## src/rtl/ant_step_scheduler_pkg.sv

```systemverilog
// Shared parameters, types and direction lookup for the ant step scheduler.
package ant_step_scheduler_pkg;

    localparam int ANT_num      = 16;
    localparam int ANT_num_bits = 4;
    localparam int X_bits       = 8;
    localparam int Y_bits       = 7;
    localparam int PIXELS_X     = 160;
    localparam int PIXELS_Y     = 120;

    // Screen coordinates: north is decreasing y.
    typedef enum logic [2:0] {
        DIR_E  = 3'd0,
        DIR_NE = 3'd1,
        DIR_N  = 3'd2,
        DIR_NW = 3'd3,
        DIR_W  = 3'd4,
        DIR_SW = 3'd5,
        DIR_S  = 3'd6,
        DIR_SE = 3'd7
    } dir_e;

    typedef enum logic [2:0] {
        S_IDLE,
        S_FETCH,
        S_WAIT_RD,
        S_PROPOSE,
        S_CHECK,
        S_WRITE,
        S_NEXT
    } sched_state_e;

    typedef struct packed {
        logic signed [1:0] dx;
        logic signed [1:0] dy;
    } delta_t;

    function automatic delta_t dir_delta(input dir_e dir);
        delta_t d;
        case (dir)
            DIR_E:   d = '{dx:  2'sd1, dy:  2'sd0};
            DIR_NE:  d = '{dx:  2'sd1, dy: -2'sd1};
            DIR_N:   d = '{dx:  2'sd0, dy: -2'sd1};
            DIR_NW:  d = '{dx: -2'sd1, dy: -2'sd1};
            DIR_W:   d = '{dx: -2'sd1, dy:  2'sd0};
            DIR_SW:  d = '{dx: -2'sd1, dy:  2'sd1};
            DIR_S:   d = '{dx:  2'sd0, dy:  2'sd1};
            default: d = '{dx:  2'sd1, dy:  2'sd1};
        endcase
        return d;
    endfunction

endpackage

```

## src/rtl/ant_step_scheduler_if.sv

```systemverilog
// Ant-state memory port plus the shared collision-lookup port.
interface ant_step_scheduler_if;
    import ant_step_scheduler_pkg::*;

    logic [ANT_num_bits-1:0] ant_id;
    logic                    ant_rd_en;
    logic                    ant_rd_valid;
    logic [X_bits-1:0]       ant_x_in;
    logic [Y_bits-1:0]       ant_y_in;
    logic [2:0]              ant_dir_in;
    logic                    ant_we;
    logic [X_bits-1:0]       ant_x_out;
    logic [Y_bits-1:0]       ant_y_out;
    logic [2:0]              ant_dir_out;
    logic [X_bits-1:0]       collide_x;
    logic [Y_bits-1:0]       collide_y;
    logic                    collision;

    modport master (
        output ant_id, ant_rd_en, ant_we, ant_x_out, ant_y_out, ant_dir_out,
               collide_x, collide_y,
        input  ant_rd_valid, ant_x_in, ant_y_in, ant_dir_in, collision
    );

    modport slave (
        input  ant_id, ant_rd_en, ant_we, ant_x_out, ant_y_out, ant_dir_out,
               collide_x, collide_y,
        output ant_rd_valid, ant_x_in, ant_y_in, ant_dir_in, collision
    );

endinterface

```

## src/rtl/ant_move_calc.sv

```systemverilog
// Combinational move proposal, bounds test and blocked-turn resolution for one ant.
module ant_move_calc
    import ant_step_scheduler_pkg::*;
(
    input  logic [X_bits-1:0]        x,
    input  logic [Y_bits-1:0]        y,
    input  logic [2:0]               dir,
    input  logic                     collision,
    input  logic                     rand_bit,
    output logic signed [X_bits:0]   nx,
    output logic signed [Y_bits:0]   ny,
    output logic                     out_of_bounds,
    output logic [X_bits-1:0]        new_x,
    output logic [Y_bits-1:0]        new_y,
    output logic [2:0]               new_dir
);

    localparam logic signed [X_bits:0] X_MAX = (X_bits+1)'(PIXELS_X - 1);
    localparam logic signed [Y_bits:0] Y_MAX = (Y_bits+1)'(PIXELS_Y - 1);

    delta_t d;
    logic   blocked;

    always_comb begin
        d  = dir_delta(dir_e'(dir));
        nx = $signed({1'b0, x}) + $signed({{(X_bits-1){d.dx[1]}}, d.dx});
        ny = $signed({1'b0, y}) + $signed({{(Y_bits-1){d.dy[1]}}, d.dy});
        out_of_bounds = nx[X_bits] || (nx > X_MAX) || ny[Y_bits] || (ny > Y_MAX);
        blocked = out_of_bounds || collision;
        // Blocked ants stay put and turn one step either way (+7 == -1 mod 8).
        if (blocked) begin
            new_x   = x;
            new_y   = y;
            new_dir = rand_bit ? (dir + 3'd1) : (dir + 3'd7);
        end else begin
            new_x   = nx[X_bits-1:0];
            new_y   = ny[Y_bits-1:0];
            new_dir = dir;
        end
    end

endmodule

```

## src/rtl/ant_step_scheduler.sv

```systemverilog
// Walks every ant once per tick: read, propose, collision check, write back.
module ant_step_scheduler
    import ant_step_scheduler_pkg::*;
(
    input  logic                   setup_clk,
    input  logic                   RESET_SIM,
    input  logic                   SETUP_MODE,
    input  logic                   tick,
    input  logic [7:0]             rand_val,
    ant_step_scheduler_if.master   ant_bus,
    output logic                   busy,
    output logic                   step_done,
    output logic [7:0]             overrun_cnt
);

    localparam logic [ANT_num_bits-1:0] LAST_ID = ANT_num_bits'(ANT_num - 1);

    sched_state_e            state;
    logic [ANT_num_bits-1:0] id_q;
    logic                    rd_en_q;
    logic                    we_q;
    logic                    busy_q;
    logic                    done_q;
    logic [7:0]              overrun_q;
    logic [X_bits-1:0]       x_q;
    logic [Y_bits-1:0]       y_q;
    logic [2:0]              dir_q;
    logic [X_bits-1:0]       cx_q;
    logic [Y_bits-1:0]       cy_q;

    logic signed [X_bits:0]  nx;
    logic signed [Y_bits:0]  ny;
    logic                    oob;
    logic [X_bits-1:0]       new_x;
    logic [Y_bits-1:0]       new_y;
    logic [2:0]              new_dir;
    logic                    unused_ok;

    ant_move_calc u_calc (
        .x             (x_q),
        .y             (y_q),
        .dir           (dir_q),
        .collision     (ant_bus.collision),
        .rand_bit      (rand_val[0]),
        .nx            (nx),
        .ny            (ny),
        .out_of_bounds (oob),
        .new_x         (new_x),
        .new_y         (new_y),
        .new_dir       (new_dir)
    );

    always_ff @(posedge setup_clk or posedge RESET_SIM) begin
        if (RESET_SIM) begin
            state     <= S_IDLE;
            id_q      <= '0;
            rd_en_q   <= 1'b0;
            we_q      <= 1'b0;
            busy_q    <= 1'b0;
            done_q    <= 1'b0;
            overrun_q <= '0;
            x_q       <= '0;
            y_q       <= '0;
            dir_q     <= '0;
            cx_q      <= '0;
            cy_q      <= '0;
        end else begin
            rd_en_q <= 1'b0;
            we_q    <= 1'b0;
            done_q  <= 1'b0;

            if (tick && !SETUP_MODE && state != S_IDLE && overrun_q != 8'hFF)
                overrun_q <= overrun_q + 8'd1;

            // Initializer takes the resources back: abandon the step silently.
            if (SETUP_MODE && state != S_IDLE) begin
                state  <= S_IDLE;
                busy_q <= 1'b0;
                id_q   <= '0;
                cx_q   <= '0;
                cy_q   <= '0;
            end else begin
                case (state)
                    S_IDLE: begin
                        if (tick && !SETUP_MODE) begin
                            state   <= S_FETCH;
                            id_q    <= '0;
                            busy_q  <= 1'b1;
                            rd_en_q <= 1'b1;
                        end
                    end
                    S_FETCH: state <= S_WAIT_RD;
                    S_WAIT_RD: begin
                        if (ant_bus.ant_rd_valid) begin
                            x_q   <= ant_bus.ant_x_in;
                            y_q   <= ant_bus.ant_y_in;
                            dir_q <= ant_bus.ant_dir_in;
                            state <= S_PROPOSE;
                        end
                    end
                    S_PROPOSE: begin
                        cx_q  <= oob ? '0 : nx[X_bits-1:0];
                        cy_q  <= oob ? '0 : ny[Y_bits-1:0];
                        state <= S_CHECK;
                    end
                    // Collision answer arrives during WRITE and feeds the write data directly.
                    S_CHECK: begin
                        cx_q  <= '0;
                        cy_q  <= '0;
                        we_q  <= 1'b1;
                        state <= S_WRITE;
                    end
                    S_WRITE: begin
                        done_q <= (id_q == LAST_ID);
                        state  <= S_NEXT;
                    end
                    S_NEXT: begin
                        if (id_q == LAST_ID) begin
                            id_q   <= '0;
                            busy_q <= 1'b0;
                            state  <= S_IDLE;
                        end else begin
                            id_q    <= id_q + 1'b1;
                            rd_en_q <= 1'b1;
                            state   <= S_FETCH;
                        end
                    end
                    default: state <= S_IDLE;
                endcase
            end
        end
    end

    assign ant_bus.ant_id      = id_q;
    assign ant_bus.ant_rd_en   = rd_en_q;
    assign ant_bus.ant_we      = we_q & ~SETUP_MODE;
    assign ant_bus.ant_x_out   = (state == S_WRITE) ? new_x   : '0;
    assign ant_bus.ant_y_out   = (state == S_WRITE) ? new_y   : '0;
    assign ant_bus.ant_dir_out = (state == S_WRITE) ? new_dir : '0;
    assign ant_bus.collide_x   = cx_q;
    assign ant_bus.collide_y   = cy_q;

    assign busy        = busy_q;
    assign step_done   = done_q & ~SETUP_MODE;
    assign overrun_cnt = overrun_q;

    assign unused_ok = ^{rand_val[7:1], nx[X_bits], ny[Y_bits]};

endmodule

```

## src/flat_wrapper.sv

```systemverilog
// flat-port wrapper written by rule: the top's interface ports become plain ports
module ant_step_scheduler_flat import ant_step_scheduler_pkg::*;
  (setup_clk, RESET_SIM, SETUP_MODE, tick, rand_val, busy, step_done, overrun_cnt, ant_bus_ant_id, ant_bus_ant_rd_en, ant_bus_ant_we, ant_bus_ant_x_out, ant_bus_ant_y_out, ant_bus_ant_dir_out, ant_bus_collide_x, ant_bus_collide_y, ant_bus_ant_rd_valid, ant_bus_ant_x_in, ant_bus_ant_y_in, ant_bus_ant_dir_in, ant_bus_collision);
  ant_step_scheduler_if ant_bus_i ();
  input  logic setup_clk;
  input  logic RESET_SIM;
  input  logic SETUP_MODE;
  input  logic tick;
  input  logic [7:0] rand_val;
  output logic busy;
  output logic step_done;
  output logic [7:0] overrun_cnt;
  output wire logic [$bits(ant_bus_i.ant_id)-1:0] ant_bus_ant_id;
  output wire logic [$bits(ant_bus_i.ant_rd_en)-1:0] ant_bus_ant_rd_en;
  output wire logic [$bits(ant_bus_i.ant_we)-1:0] ant_bus_ant_we;
  output wire logic [$bits(ant_bus_i.ant_x_out)-1:0] ant_bus_ant_x_out;
  output wire logic [$bits(ant_bus_i.ant_y_out)-1:0] ant_bus_ant_y_out;
  output wire logic [$bits(ant_bus_i.ant_dir_out)-1:0] ant_bus_ant_dir_out;
  output wire logic [$bits(ant_bus_i.collide_x)-1:0] ant_bus_collide_x;
  output wire logic [$bits(ant_bus_i.collide_y)-1:0] ant_bus_collide_y;
  input wire logic [$bits(ant_bus_i.ant_rd_valid)-1:0] ant_bus_ant_rd_valid;
  input wire logic [$bits(ant_bus_i.ant_x_in)-1:0] ant_bus_ant_x_in;
  input wire logic [$bits(ant_bus_i.ant_y_in)-1:0] ant_bus_ant_y_in;
  input wire logic [$bits(ant_bus_i.ant_dir_in)-1:0] ant_bus_ant_dir_in;
  input wire logic [$bits(ant_bus_i.collision)-1:0] ant_bus_collision;
  assign ant_bus_ant_id = ant_bus_i.ant_id;
  assign ant_bus_ant_rd_en = ant_bus_i.ant_rd_en;
  assign ant_bus_ant_we = ant_bus_i.ant_we;
  assign ant_bus_ant_x_out = ant_bus_i.ant_x_out;
  assign ant_bus_ant_y_out = ant_bus_i.ant_y_out;
  assign ant_bus_ant_dir_out = ant_bus_i.ant_dir_out;
  assign ant_bus_collide_x = ant_bus_i.collide_x;
  assign ant_bus_collide_y = ant_bus_i.collide_y;
  assign ant_bus_i.ant_rd_valid = ant_bus_ant_rd_valid;
  assign ant_bus_i.ant_x_in = ant_bus_ant_x_in;
  assign ant_bus_i.ant_y_in = ant_bus_ant_y_in;
  assign ant_bus_i.ant_dir_in = ant_bus_ant_dir_in;
  assign ant_bus_i.collision = ant_bus_collision;
  ant_step_scheduler u_core (.setup_clk(setup_clk), .RESET_SIM(RESET_SIM), .SETUP_MODE(SETUP_MODE), .tick(tick), .rand_val(rand_val), .ant_bus(ant_bus_i), .busy(busy), .step_done(step_done), .overrun_cnt(overrun_cnt));
endmodule
```

## config.mk

```make
export PLATFORM = sky130hd
export DESIGN_NAME = ant_step_scheduler_flat
export DESIGN_NICKNAME = d
export VERILOG_FILES = /design/src/rtl/ant_step_scheduler_pkg.sv /design/src/rtl/ant_step_scheduler_if.sv /design/src/rtl/ant_move_calc.sv /design/src/rtl/ant_step_scheduler.sv /design/src/flat_wrapper.sv
export SDC_FILE = /design/constraint.sdc
export NUM_CORES = 1
export LEC_CHECK = 0
export ABC_AREA = 1
export CAP_MARGIN = 15
export CELL_PAD_IN_SITES_DETAIL_PLACEMENT = 0
export CELL_PAD_IN_SITES_GLOBAL_PLACEMENT = 1
export CORE_AREA = 8 8 136 106
export DETAILED_ROUTE_END_ITERATION = 8
export DIE_AREA = 0 0 144 114
export PLACE_DENSITY = 0.63
export SYNTH_ARGS = -nofsm -noshare
export SYNTH_HDL_FRONTEND = slang
export SYNTH_SLANG_ARGS = --single-unit
```

## constraint.sdc

```tcl
create_clock -name setup_clk -period 4.7 [get_ports setup_clk]
set_clock_uncertainty 0.15 [all_clocks]
set_input_delay 0.94 -clock setup_clk [delete_from_list [all_inputs] [get_ports setup_clk]]
set_output_delay 0.94 -clock setup_clk [all_outputs]
set_load 0.01 [all_outputs]
```

Word level (Yosys, flattened, before mapping):

Index checks and enable logic that the tools add are counted.

* magnitude comparators: 2
* equality and inequality tests: 17
* bitwise gates (word level): 4
* add/subtract/negate cells: 6
* reductions and logical operators: 18
* muxes and demuxes: 35

Operator list (count)
* $mux 8: 4
* $mux 7: 4
* $pmux 4 s7: 1
* $pmux 3 s7: 1
* $eq 3x3->1 const B: 6
* $mux 3: 6
* $pmux 8 s2: 1
* $pmux 7 s2: 1
* $eq 3x2->1 const B: 4
* $mux 4: 3
* $mux 1: 11
* $add 9x2->9: 1
* $gt 9x9->1 const B: 1
* $reduce_bool 3->1: 3
* $add 8x1->8 const B: 1
* $add 8x2->8: 1
* $gt 8x8->1 const B: 1
* $ne 8x8->1 const B: 1
* $pmux 4 s2: 1
* $eq 3x1->1 const B: 2
* $logic_not 3->1: 2
* $ne 3x1->1 const B: 2
* $reduce_and 3->1: 2
* $add 4x1->4 const B: 1
* other kinds (11): 21

* logic and storage cells: 94
* output and inout bits: 49
* bits in registers: 52

Longest topological paths before layout:

Gate-level depths: netlist of run 1.

* depth after elaboration: 10
* depth in mapped cells: 20
* mapped depth without buffers: 19

Modules after synthesis:

From an unflattened synthesis of run 1, not the netlist that was laid out.

* cells, all modules: 584
* area, all modules: 3896.2 µm²

Modules (own cells, without submodules)
* ant_step_scheduler: cells an instance 357, area each 2620.0 µm², sequential area each 1301.2 µm², times used 1
* ant_move_calc: cells an instance 227, area each 1276.2 µm², sequential area each 0.0 µm², times used 1

Least setup slack after synthesis of run 1:

Ideal clock, no wire load.

* path type: register to output
* start: register u_core.dir_q[1]
* end: output ant_bus_ant_x_out[1]
* arrival: 2.457 ns
* buffers on the path: 1
* data required time: 3.610 ns
* setup slack: 1.153 ns
* cell stages (with the launch flop): 17
* cell sequence: dfrtp_1 inv_1 nor3_1 a21oi_1 inv_1 fa_1 nand2_1 nand2_1 and2_4 nand4_1 nand3_1 nand2_4 nand4_4 buf_6 nand2_1 nand2_1 nor2_1

* cells in the longest elaborated chain, start to end: 10
* elaborated cells on any way between the ends: 18
* those cells by class: 2 x add/sub; 2 x order compare; 6 x eq/ne; 3 x mux; 5 x reduce/logical

Ends and longest elaborated chain
* start, declared: RTL line ant_step_scheduler.sv:27 `logic [2:0] dir_q;`
* start signal, assigned: RTL line ant_step_scheduler.sv:97 `dir_q <= ant_bus.ant_dir_in;`
* $eq 3x3->1 (tied with other cells): RTL line ant_step_scheduler_pkg.sv:40 `case (dir)`
* $pmux 4 s7 (*): RTL line ant_step_scheduler_pkg.sv:40
* $add 9x2->9: RTL line ant_move_calc.sv:26 `nx = $signed({1'b0, x}) + $signed({{(X_bits-1){d.dx[1]}}, d.dx});`
* $gt 9x9->1: RTL line ant_move_calc.sv:28 `out_of_bounds = nx[X_bits] || (nx > X_MAX) || ny[Y_bits] || (ny > Y_MAX);`
* $logic_or 1x1->1 (3 in a row): RTL line ant_move_calc.sv:28
* $logic_or 1x1->1: RTL line ant_move_calc.sv:29 `blocked = out_of_bounds || collision;`
* $mux 8 (*): RTL line ant_move_calc.sv:31 `if (blocked) begin`
* $mux 8 (*): RTL line ant_step_scheduler.sv:137 `assign ant_bus.ant_x_out = (state == S_WRITE) ? new_x : '0;`
* end, declared: RTL line flat_wrapper.sv:16 `output wire logic [$bits(ant_bus_i.ant_x_out)-1:0] ant_bus_ant_x_out;`

Every way passes the cells marked *; elsewhere a longest branch is shown, timed or not.

Final worst setup path of run 1:

* start: register u_core.dir_q[1]
* end: output ant_bus_ant_y_out[6]

* cells in the longest elaborated chain, start to end: 10
* elaborated cells on any way between the ends: 18
* those cells by class: 2 x add/sub; 2 x order compare; 6 x eq/ne; 3 x mux; 5 x reduce/logical

Ends and longest elaborated chain
* $eq 3x3->1 (tied with other cells): RTL line ant_step_scheduler_pkg.sv:40
* $pmux 4 s7 (*): RTL line ant_step_scheduler_pkg.sv:40
* $add 9x2->9: RTL line ant_move_calc.sv:26
* $gt 9x9->1: RTL line ant_move_calc.sv:28
* $logic_or 1x1->1 (3 in a row): RTL line ant_move_calc.sv:28
* $logic_or 1x1->1: RTL line ant_move_calc.sv:29
* $mux 7 (*): RTL line ant_move_calc.sv:31
* $mux 7 (*): RTL line ant_step_scheduler.sv:138 `assign ant_bus.ant_y_out = (state == S_WRITE) ? new_y : '0;`
* end, declared: RTL line flat_wrapper.sv:17 `output wire logic [$bits(ant_bus_i.ant_y_out)-1:0] ant_bus_ant_y_out;`

Marked as above.

==> flow_summary.html, run 1 <==
<table>
<tr><th>Metric</th><th>Value</th></tr>
<tr><th colspan="2">Global route</th></tr>
<tr><td>Total congestion overflow after global routing</td><td>0</td></tr>
<tr><td>Global-route wire length before repair</td><td>16.6 mm</td></tr>
<tr><td>Vias in the first global route</td><td>3245</td></tr>
<tr><td>Antenna violations before repair</td><td>0</td></tr>
<tr><td>Largest net degree at the start of global routing</td><td>34</td></tr>
<tr><td>GRT Resource Usage Total</td><td>0.128</td></tr>
<tr><th colspan="2">Logic synthesis</th></tr>
<tr><td>Most common cell in the synthesized netlist</td><td>sky130_fd_sc_hd__nand2_1</td></tr>
<tr><td>Syn nets</td><td>528</td></tr>
<tr><td>FFs w/ async S/R, synth</td><td>1.00</td></tr>
<tr><td>EDFF count, synth</td><td>0</td></tr>
<tr><td>Commonest cells in the netlist</td><td>sky130_fd_sc_hd__nand2_1 (132), sky130_fd_sc_hd__nor2_1 (75), sky130_fd_sc_hd__inv_1 (65)</td></tr>
<tr><td>Post-synthesis cell area</td><td>3480 µm²</td></tr>
<tr><td>Portion of the post-synthesis area used by sequential elements</td><td>0.374</td></tr>
<tr><td>Yosys warns</td><td>0</td></tr>
<tr><td>Post-synth top area cell</td><td>sky130_fd_sc_hd__dfrtp_1</td></tr>
<tr><td>Count of state elements after synthesis</td><td>52</td></tr>
<tr><td>Largest cells by area after synthesis</td><td>sky130_fd_sc_hd__dfrtp_1 (37%), sky130_fd_sc_hd__nand2_1 (14%), sky130_fd_sc_hd__nor2_1 (8.1%), sky130_fd_sc_hd__inv_1 (7.0%), sky130_fd_sc_hd__ha_1 (6.1%)</td></tr>
<tr><td>Mean Syn Cell Area</td><td>7.30 µm²</td></tr>
<tr><td>Main flop type after synthesis</td><td>sky130_fd_sc_hd__dfrtp_1</td></tr>
<tr><td>Synthesized instance count</td><td>476</td></tr>
<tr><td>Yosys top cell area share</td><td>0.374</td></tr>
<tr><td>Number of library cell types mapped by synthesis</td><td>36</td></tr>
<tr><th colspan="2">Critical path</th></tr>
<tr><td>Largest fanout on the critical path</td><td>25</td></tr>
<tr><td>Category of the most critical setup path</td><td>reg2out</td></tr>
<tr><td>Worst Path Arrival</td><td>3.19 ns</td></tr>
<tr><td>Sort of element at the start of the critical path</td><td>flop</td></tr>
<tr><td>Slowest cell on the critical path</td><td>sky130_fd_sc_hd__dfrtp_2</td></tr>
<tr><td>Delay of the slowest critical-path stage</td><td>0.45 ns</td></tr>
<tr><td>Critical Path Sink Type</td><td>output pin</td></tr>
<tr><td>Cell mode on critical path</td><td>sky130_fd_sc_hd__nand2_1</td></tr>
<tr><td>Required time at the endpoint of the critical path</td><td>3.61 ns</td></tr>
<tr><td>CP cell instances</td><td>inv_2 &gt; nor3_1 &gt; a21oi_2 &gt; clkinvlp_4 &gt; ha_1 &gt; nand2_1 &gt; nor2_1 &gt; nand2_1 &gt; nand4_1 &gt; nand2_2 &gt; nand2_2 &gt; a21oi_4 &gt; nand4_4 &gt; buf_12 &gt; nand2_1 &gt; nand2_1 &gt; nor2_1 &gt; dlymetal6s2s_1</td></tr>
<tr><th colspan="2">Cells and area</th></tr>
<tr><td>Core occupancy in the finished layout</td><td>0.395</td></tr>
<tr><td>Layout cell share with drive strength beyond 1</td><td>0.126</td></tr>
<tr><td>Layout filler cell count</td><td>1283</td></tr>
<tr><td>Number of nets in the finished design</td><td>615</td></tr>
<tr><td>Layout overhead on the synthesized area</td><td>37.7%</td></tr>
<tr><td>Diodes inserted</td><td>0</td></tr>
<tr><td>Number of standard cells in the final layout excluding fillers</td><td>730</td></tr>
<tr><th colspan="2">Die</th></tr>
<tr><td>Initial core utilization</td><td>0.287</td></tr>
<tr><td>Standard-cell row count</td><td>35</td></tr>
<tr><td># IOs</td><td>81</td></tr>
<tr><td>CORE AREA</td><td>12100 µm²</td></tr>
<tr><td>Die area</td><td>16400 µm²</td></tr>
<tr><td>Floorplan die height</td><td>114 µm</td></tr>
<tr><td>Die Span X</td><td>144 µm</td></tr>
<tr><th colspan="2">STA</th></tr>
<tr><td>Post-route minimum period</td><td>4.28 ns</td></tr>
<tr><td>Max-Slew Margin vs Limit</td><td>0.360</td></tr>
<tr><td>Fin crit share</td><td>0.910</td></tr>
<tr><td>Unrepaired setup endpoints after global routing</td><td>false</td></tr>
<tr><td>Final setup fails</td><td>0</td></tr>
<tr><td>Final sum of negative setup slack</td><td>0 ns</td></tr>
<tr><td>Max-slew violation count</td><td>0</td></tr>
<tr><td>Fmax</td><td>234 MHz</td></tr>
<tr><td>Worst-Margin Slew</td><td>0.957 ns</td></tr>
<tr><td>Number of endpoints with negative hold slack in the final report</td><td>0</td></tr>
<tr><th colspan="2">Power</th></tr>
<tr><td>Seq pwr share</td><td>0.190</td></tr>
<tr><td>Fraction of power spent switching nets</td><td>0.510</td></tr>
<tr><td>Power density relative to cell area</td><td>752 nW/µm²</td></tr>
<tr><td>Part of the power in the clock network</td><td>0.111</td></tr>
<tr><td>Part of the total power dissipated in combinational logic</td><td>0.699</td></tr>
<tr><td>Switching component of the power</td><td>1840 µW</td></tr>
<tr><td>Leak Pwr</td><td>0.00263 µW</td></tr>
<tr><td>Worst VDD drop</td><td>0.000318 V</td></tr>
<tr><td>Internal Dissipation</td><td>1760 µW</td></tr>
<tr><th colspan="2">Routing</th></tr>
<tr><td>Residual DRC count</td><td>0</td></tr>
<tr><td>Detailed-router iteration count before antenna repair</td><td>4</td></tr>
<tr><td>Iteration-0 DRC Markers</td><td>176</td></tr>
<tr><td>DR vias</td><td>3193</td></tr>
<tr><td>Average wire per cell in the routed design</td><td>14.1 µm</td></tr>
<tr><td>Total length of routed wires</td><td>10.3 mm</td></tr>
<tr><td>Antenna-violating nets left</td><td>0</td></tr>
<tr><td>Drt via density</td><td>4.37</td></tr>
<tr><th colspan="2">Run</th></tr>
<tr><td>Number of max-capacitance violations reported</td><td>0</td></tr>
<tr><th colspan="2">Placed design</th></tr>
<tr><td>Placed Instances</td><td>714</td></tr>
<tr><td>Weighted congestion reported at the end of routability-driven placement</td><td>0.788</td></tr>
<tr><td>Half-perimeter wire length after detailed placement</td><td>7.97 mm</td></tr>
<tr><td>Number of port buffers</td><td>73</td></tr>
<tr><th colspan="2">CTS</th></tr>
<tr><td>Hold_buf cts</td><td>0</td></tr>
<tr><td>Clock sinks</td><td>52</td></tr>
<tr><td>Clk Tree Root Cell</td><td>sky130_fd_sc_hd__clkbuf_16</td></tr>
<tr><td>Number of buffers inserted during clock tree synthesis</td><td>5</td></tr>
<tr><td>Register clock-pin slew on the reported worst setup and hold paths</td><td>0.08 ns</td></tr>
<tr><td>TritonCTS clock tree</td><td>done</td></tr>
<tr><td>Longest Clk Path Bufs</td><td>2</td></tr>
<tr><td>Total number of H-tree levels</td><td>2</td></tr>
<tr><td>Clock latency at the later pin of the worst-skew pair</td><td>0.30 ns</td></tr>
<tr><th colspan="2">Run status</th></tr>
<tr><td>Run status</td><td>finished, final reports clean</td></tr>
<tr><th colspan="2">Min path</th></tr>
<tr><td>Tightest Hold Check Type</td><td>reg2reg</td></tr>
</table>
==> logic make-up after synthesis <==
logic type / share of synthesized area
and+or+nand+nor: 0.337
buffers and inverters: 0.0900
DFF: 0.374
AOI/OAI and AO/OA: 0.0662
adders and majority gates: 0.0785
xor gates and xnor gates: 0.0378
muxes: 0.0162
==> through the flow <==
| stage | total power, µW | hold slack, ns | cell area, µm² | setup slack (ns) |
|---|---|---|---|---|
| final | 3600 | 0.331 | 4790 | 0.424 |
| after floorplan | 2310 | 0.360 | 3480 | 1.15 |
| after global placement | 2990 | 0.318 | 4430 | 0.250 |
| after global routing | 3950 | 0.351 | 4790 | 0.165 |
| after CTS | 3420 | 0.341 | 4580 | 0.000503 |
| after detailed placement | 3000 | 0.323 | 4430 | 0.216 |
==> power groups by stage <==
stage	sequential [µW]	clock (µW)	combinational, µW
2_1_floorplan	674	0	1640
3_3_place_gp	680	0	2310
3_5_place_dp	680	0	2320
4_1_cts	673	407	2340
5_1_grt	698	426	2820
6_report	684	399	2510
==> worst paths after layout <==
check	start	endpoint	slack, ns	depth (start not counted)
worst max-delay path	u_core.dir_q[1]	ant_bus_ant_y_out[6]	0.42	18
worst min-delay path	u_core.ant_bus.collide_x[2]	u_core.ant_bus.collide_x[2]	0.33	2
worst max register to register	u_core.dir_q[1]	u_core.ant_bus.collide_x[2]	1.73	17
worst min register to register	u_core.ant_bus.collide_x[2]	u_core.ant_bus.collide_x[2]	0.33	2
max in group asynchronous	RESET_SIM	u_core.ant_bus.collide_x[3]	2.76	3
min in group asynchronous	RESET_SIM	u_core.y_q[3]	0.84	2
==> final cells by class <==
cell class,count,area [µm²],share of cell area
Inverter,69,263,0.0549
Sequential cell,52,1300,0.272
Clock buffer,5,125,0.0261
Multi-Input combinational cell,347,1950,0.407
Clock inverter,3,27.5,0.00575
Tap cell,166,208,0.0434
Timing Repair inverter,1,7.51,0.00157
Timing Repair Buffer,87,906,0.189
==> worst max-delay path, delay by kind of cell, from the launching register on <==
family,cells,cell delay [ns]
AOI/OAI and AO/OA,2,0.40
adders and majority gates,1,0.32
buffers and inverters,4,0.66
DFF,1,0.45
and+or+nand+nor,11,1.03
==> cell usage in the layout, fill, tap and decap left out, types with 18 or more instances in the layout <==
cell,count
sky130_fd_sc_hd__a21oi_1,20
sky130_fd_sc_hd__nand3_1,20
sky130_fd_sc_hd__dlymetal6s2s_1,18
sky130_fd_sc_hd__dfrtp_1,51
sky130_fd_sc_hd__nand2_1,131
sky130_fd_sc_hd__inv_1,61
sky130_fd_sc_hd__nor2_1,74
sky130_fd_sc_hd__clkdlybuf4s50_1,55
==> flip-flops by register name, summed over array words and instances, names as in the netlist <==
name and cells:
u_core.overrun_cnt 8, u_core.done_q 1, u_core.y_q 7, u_core.busy 1, u_core.x_q 8, u_core.ant_bus.collide_x 8
u_core.state 3, u_core.ant_bus.collide_y 7, u_core.ant_bus.ant_id 4, u_core.dir_q 3, u_core.ant_bus.ant_rd_en 1, u_core.we_q 1
==> repair_timing <==
action,CTS,global route
setup endpoints to repair,17,18
gates resized for setup,2,37
cloned,0,1
pin swaps,0,2
setup buffers,0,7
==> per-layer routing <==
metal	global-route usage	vias up	wire, µm
met2	0.192	68	4230
li1	-	1670	-
met1	0.180	1448	5330
met5	0	-	0
met4	0.0259	0	81
met3	0.0330	7	631
Note: power is estimated with default switching activity, not from simulation.
==> inputs of run 2 (changes only) <==
PLACE_DENSITY = 0.66   (was 0.63)
SKIP_CTS_REPAIR_TIMING = 1   (was default)
clock period = 3.53 ns   (was 4.7 ns; I/O delays follow)
==> run 2 against run 1 <==
The flow now finishes with violations (setup timing). Clock-buffer cell count stayed put. Non-clock buffer count is 52 higher. Core utilization is 3.8 points higher. Cell area is 9.7% higher. First-iteration DRC count is 8.5% lower. Combinational power is 73% higher. Flip-flop and latch count stayed put. Hold slack better by 0.0053 ns. Total power is 61% higher. Largest cell class unchanged.
==> flow_summary.html, run 2 (synthesis gave the netlist of run 1 again) <==
<table>
<tr><th>Metric</th><th>Value</th></tr>
<tr><th colspan="2">Run</th></tr>
<tr><td>Number of max-capacitance violations reported</td><td>0</td></tr>
<tr><th colspan="2">Die</th></tr>
<tr><td># IOs</td><td>81</td></tr>
<tr><td>Floorplan die height</td><td>114 µm</td></tr>
<tr><td>Die Span X</td><td>144 µm</td></tr>
<tr><td>Standard-cell row count</td><td>35</td></tr>
<tr><td>Initial core utilization</td><td>0.287</td></tr>
<tr><td>CORE AREA</td><td>12100 µm²</td></tr>
<tr><td>Die area</td><td>16400 µm²</td></tr>
<tr><th colspan="2">CTS</th></tr>
<tr><td>Clk Tree Root Cell</td><td>sky130_fd_sc_hd__clkbuf_16</td></tr>
<tr><td>Clock latency at the later pin of the worst-skew pair</td><td>0.30 ns</td></tr>
<tr><td>TritonCTS clock tree</td><td>done</td></tr>
<tr><td>Longest Clk Path Bufs</td><td>2</td></tr>
<tr><td>Total number of H-tree levels</td><td>2</td></tr>
<tr><td>Clock sinks</td><td>52</td></tr>
<tr><td>Register clock-pin slew on the reported worst setup and hold paths</td><td>0.07 ns</td></tr>
<tr><td>Number of buffers inserted during clock tree synthesis</td><td>5</td></tr>
<tr><th colspan="2">Critical path</th></tr>
<tr><td>Largest fanout on the critical path</td><td>9</td></tr>
<tr><td>Slowest cell on the critical path</td><td>sky130_fd_sc_hd__dfrtp_1</td></tr>
<tr><td>Delay of the slowest critical-path stage</td><td>0.39 ns</td></tr>
<tr><td>Critical Path Sink Type</td><td>output pin</td></tr>
<tr><td>Category of the most critical setup path</td><td>reg2out</td></tr>
<tr><td>Sort of element at the start of the critical path</td><td>flop</td></tr>
<tr><td>Required time at the endpoint of the critical path</td><td>2.67 ns</td></tr>
<tr><td>Cell mode on critical path</td><td>sky130_fd_sc_hd__inv_1</td></tr>
<tr><td>CP cell instances</td><td>buf_4 &gt; nor2_1 &gt; inv_1 &gt; nand2_2 &gt; inv_4 &gt; ha_1 &gt; nand2_1 &gt; inv_1 &gt; a21oi_2 &gt; nand3_1 &gt; nand2_1 &gt; inv_1 &gt; a21oi_4 &gt; nand4_4 &gt; buf_6 &gt; buf_4 &gt; nor2_2 &gt; nor2_1 &gt; dlymetal6s2s_1</td></tr>
<tr><td>Worst Path Arrival</td><td>2.96 ns</td></tr>
<tr><th colspan="2">Global route</th></tr>
<tr><td>Global-route wire length before repair</td><td>16.3 mm</td></tr>
<tr><td>Total congestion overflow after global routing</td><td>0</td></tr>
<tr><td>Met1 GRT Util</td><td>0.179</td></tr>
<tr><td>GRT Resource Usage Total</td><td>0.125</td></tr>
<tr><td>Largest net degree at the start of global routing</td><td>53</td></tr>
<tr><td>Vias in the first global route</td><td>3326</td></tr>
<tr><td>GRT busiest layer</td><td>met2</td></tr>
<tr><td>Antenna violations before repair</td><td>0</td></tr>
<tr><td>GR Util met3</td><td>0.0305</td></tr>
<tr><td>Met2 GRT Util</td><td>0.184</td></tr>
<tr><th colspan="2">Power</th></tr>
<tr><td>Seq pwr share</td><td>0.159</td></tr>
<tr><td>Part of the total power dissipated in combinational logic</td><td>0.751</td></tr>
<tr><td>Leak Pwr</td><td>0.00286 µW</td></tr>
<tr><td>Part of the power in the clock network</td><td>0.089</td></tr>
<tr><td>Power density relative to cell area</td><td>1100 nW/µm²</td></tr>
<tr><td>Fraction of power spent switching nets</td><td>0.460</td></tr>
<tr><td>Internal Dissipation</td><td>3120 µW</td></tr>
<tr><td>Worst VDD drop</td><td>0.000430 V</td></tr>
<tr><td>Switching component of the power</td><td>2660 µW</td></tr>
<tr><th colspan="2">Routing</th></tr>
<tr><td>Drt via density</td><td>4.32</td></tr>
<tr><td>Residual DRC count</td><td>0</td></tr>
<tr><td>Detailed-router iteration count before antenna repair</td><td>4</td></tr>
<tr><td>Average wire per cell in the routed design</td><td>13.0 µm</td></tr>
<tr><td>Total length of routed wires</td><td>10.2 mm</td></tr>
<tr><td>DR vias</td><td>3377</td></tr>
<tr><td>Iteration-0 DRC Markers</td><td>161</td></tr>
<tr><td>Antenna-violating nets left</td><td>0</td></tr>
<tr><th colspan="2">Placed design</th></tr>
<tr><td>Half-perimeter wire length after detailed placement</td><td>8.03 mm</td></tr>
<tr><td>Weighted congestion reported at the end of routability-driven placement</td><td>0.836</td></tr>
<tr><td>Post-placement cell area</td><td>4800 µm²</td></tr>
<tr><td>Placed Instances</td><td>766</td></tr>
<tr><td>Number of port buffers</td><td>73</td></tr>
<tr><th colspan="2">Cells and area</th></tr>
<tr><td>Layout filler cell count</td><td>1222</td></tr>
<tr><td>Number of nets in the finished design</td><td>666</td></tr>
<tr><td>Core occupancy in the finished layout</td><td>0.433</td></tr>
<tr><td>Layout cell share with drive strength beyond 1</td><td>0.218</td></tr>
<tr><td>Cell area after layout</td><td>5250 µm²</td></tr>
<tr><td>Most frequent cells in the layout</td><td>sky130_fd_sc_hd__nand2_1 (131), sky130_fd_sc_hd__nor2_1 (71), sky130_fd_sc_hd__buf_4 (63)</td></tr>
<tr><td>Diodes inserted</td><td>0</td></tr>
<tr><td>Number of standard cells in the final layout excluding fillers</td><td>781</td></tr>
<tr><td>Layout overhead on the synthesized area</td><td>51.1%</td></tr>
<tr><td>Most frequent standard cell in the layout excluding fill and tap cells</td><td>sky130_fd_sc_hd__nand2_1</td></tr>
<tr><th colspan="2">STA</th></tr>
<tr><td>Fin crit share</td><td>1.08</td></tr>
<tr><td>Unrepaired setup endpoints after global routing</td><td>true</td></tr>
<tr><td>Fmax</td><td>262 MHz</td></tr>
<tr><td>Max-slew violation count</td><td>0</td></tr>
<tr><td>Final setup fails</td><td>18</td></tr>
<tr><td>Number of endpoints with negative hold slack in the final report</td><td>0</td></tr>
<tr><td>Post-layout worst setup margin</td><td>-0.283 ns</td></tr>
<tr><td>Final sum of negative setup slack</td><td>-4.06 ns</td></tr>
<tr><td>Worst-Margin Slew</td><td>1.00 ns</td></tr>
<tr><td>Final Hold Slack</td><td>0.336 ns</td></tr>
<tr><td>Max-Slew Margin vs Limit</td><td>0.331</td></tr>
<tr><td>Post-route minimum period</td><td>3.81 ns</td></tr>
<tr><th colspan="2">Min path</th></tr>
<tr><td>Tightest Hold Check Type</td><td>reg2reg</td></tr>
<tr><th colspan="2">Run status</th></tr>
<tr><td>Violations in the final reports</td><td>setup timing</td></tr>
<tr><td>Run status</td><td>finished, violations left</td></tr>
</table>
## run 2: layout make-up
class,count,area [µm²],area share
clock buffer,5,125,0.0238
multi-input combinational,347,2040,0.389
sequential,52,1300,0.248
tap,166,208,0.0396
clock inverter,3,27.5,0.00524
inverter,69,264,0.0503
timing repair buffer,139,1280,0.244
## run 2: power by group through the flow
| stage | Combinational [µW] | Sequential (µW) | Clock, µW |
|---|---|---|---|
| final | 4340 | 921 | 517 |
| after global routing | 4820 | 942 | 558 |
| after CTS | 3880 | 888 | 532 |
| after detailed placement | 3860 | 898 | 0 |
| after global placement | 3820 | 895 | 0 |
| after floorplan | 2180 | 897 | 0 |
## run 2: stage by stage
stage | setup slack, ns | total power (µW)
after global routing | -0.496 | 6320
after detailed placement | -0.533 | 4760
after global placement | -0.504 | 4710
after floorplan | 0.217 | 3070
after CTS | -0.881 | 5300
final | -0.283 | 5780
## run 2: final timing paths
kind,start,to,slack [ns],cells after the start
min reg2reg,u_core.ant_bus.collide_x[1],u_core.ant_bus.collide_x[1],0.34,2
max in group asynchronous,RESET_SIM,u_core.overrun_cnt[2],2.02,3
max,u_core.dir_q[1],ant_bus_ant_y_out[1],-0.28,19
min,u_core.ant_bus.collide_x[1],u_core.ant_bus.collide_x[1],0.34,2
max reg2reg,u_core.dir_q[1],u_core.ant_bus.collide_x[1],0.71,19
min in group asynchronous,RESET_SIM,u_core.ant_bus.collide_y[5],0.76,3
## run 2: worst max-delay path, delay by kind of cell, from the launching register on
kind            cells  cell delay (ns)
fa+ha+maj           1             0.33
simple gates        8             0.73
flops               1             0.39
compound gates      2             0.31
buf+inv             8             0.90
## run 2: layer usage
metal | part of all wire | vias up | wire length [µm]
li1 | - | 1772 | -
met1 | 0.52 | 1543 | 5280
met2 | 0.42 | 58 | 4260
met3 | 0.056 | 4 | 571
met4 | 0.0056 | 0 | 57
met5 | 0 | - | 0
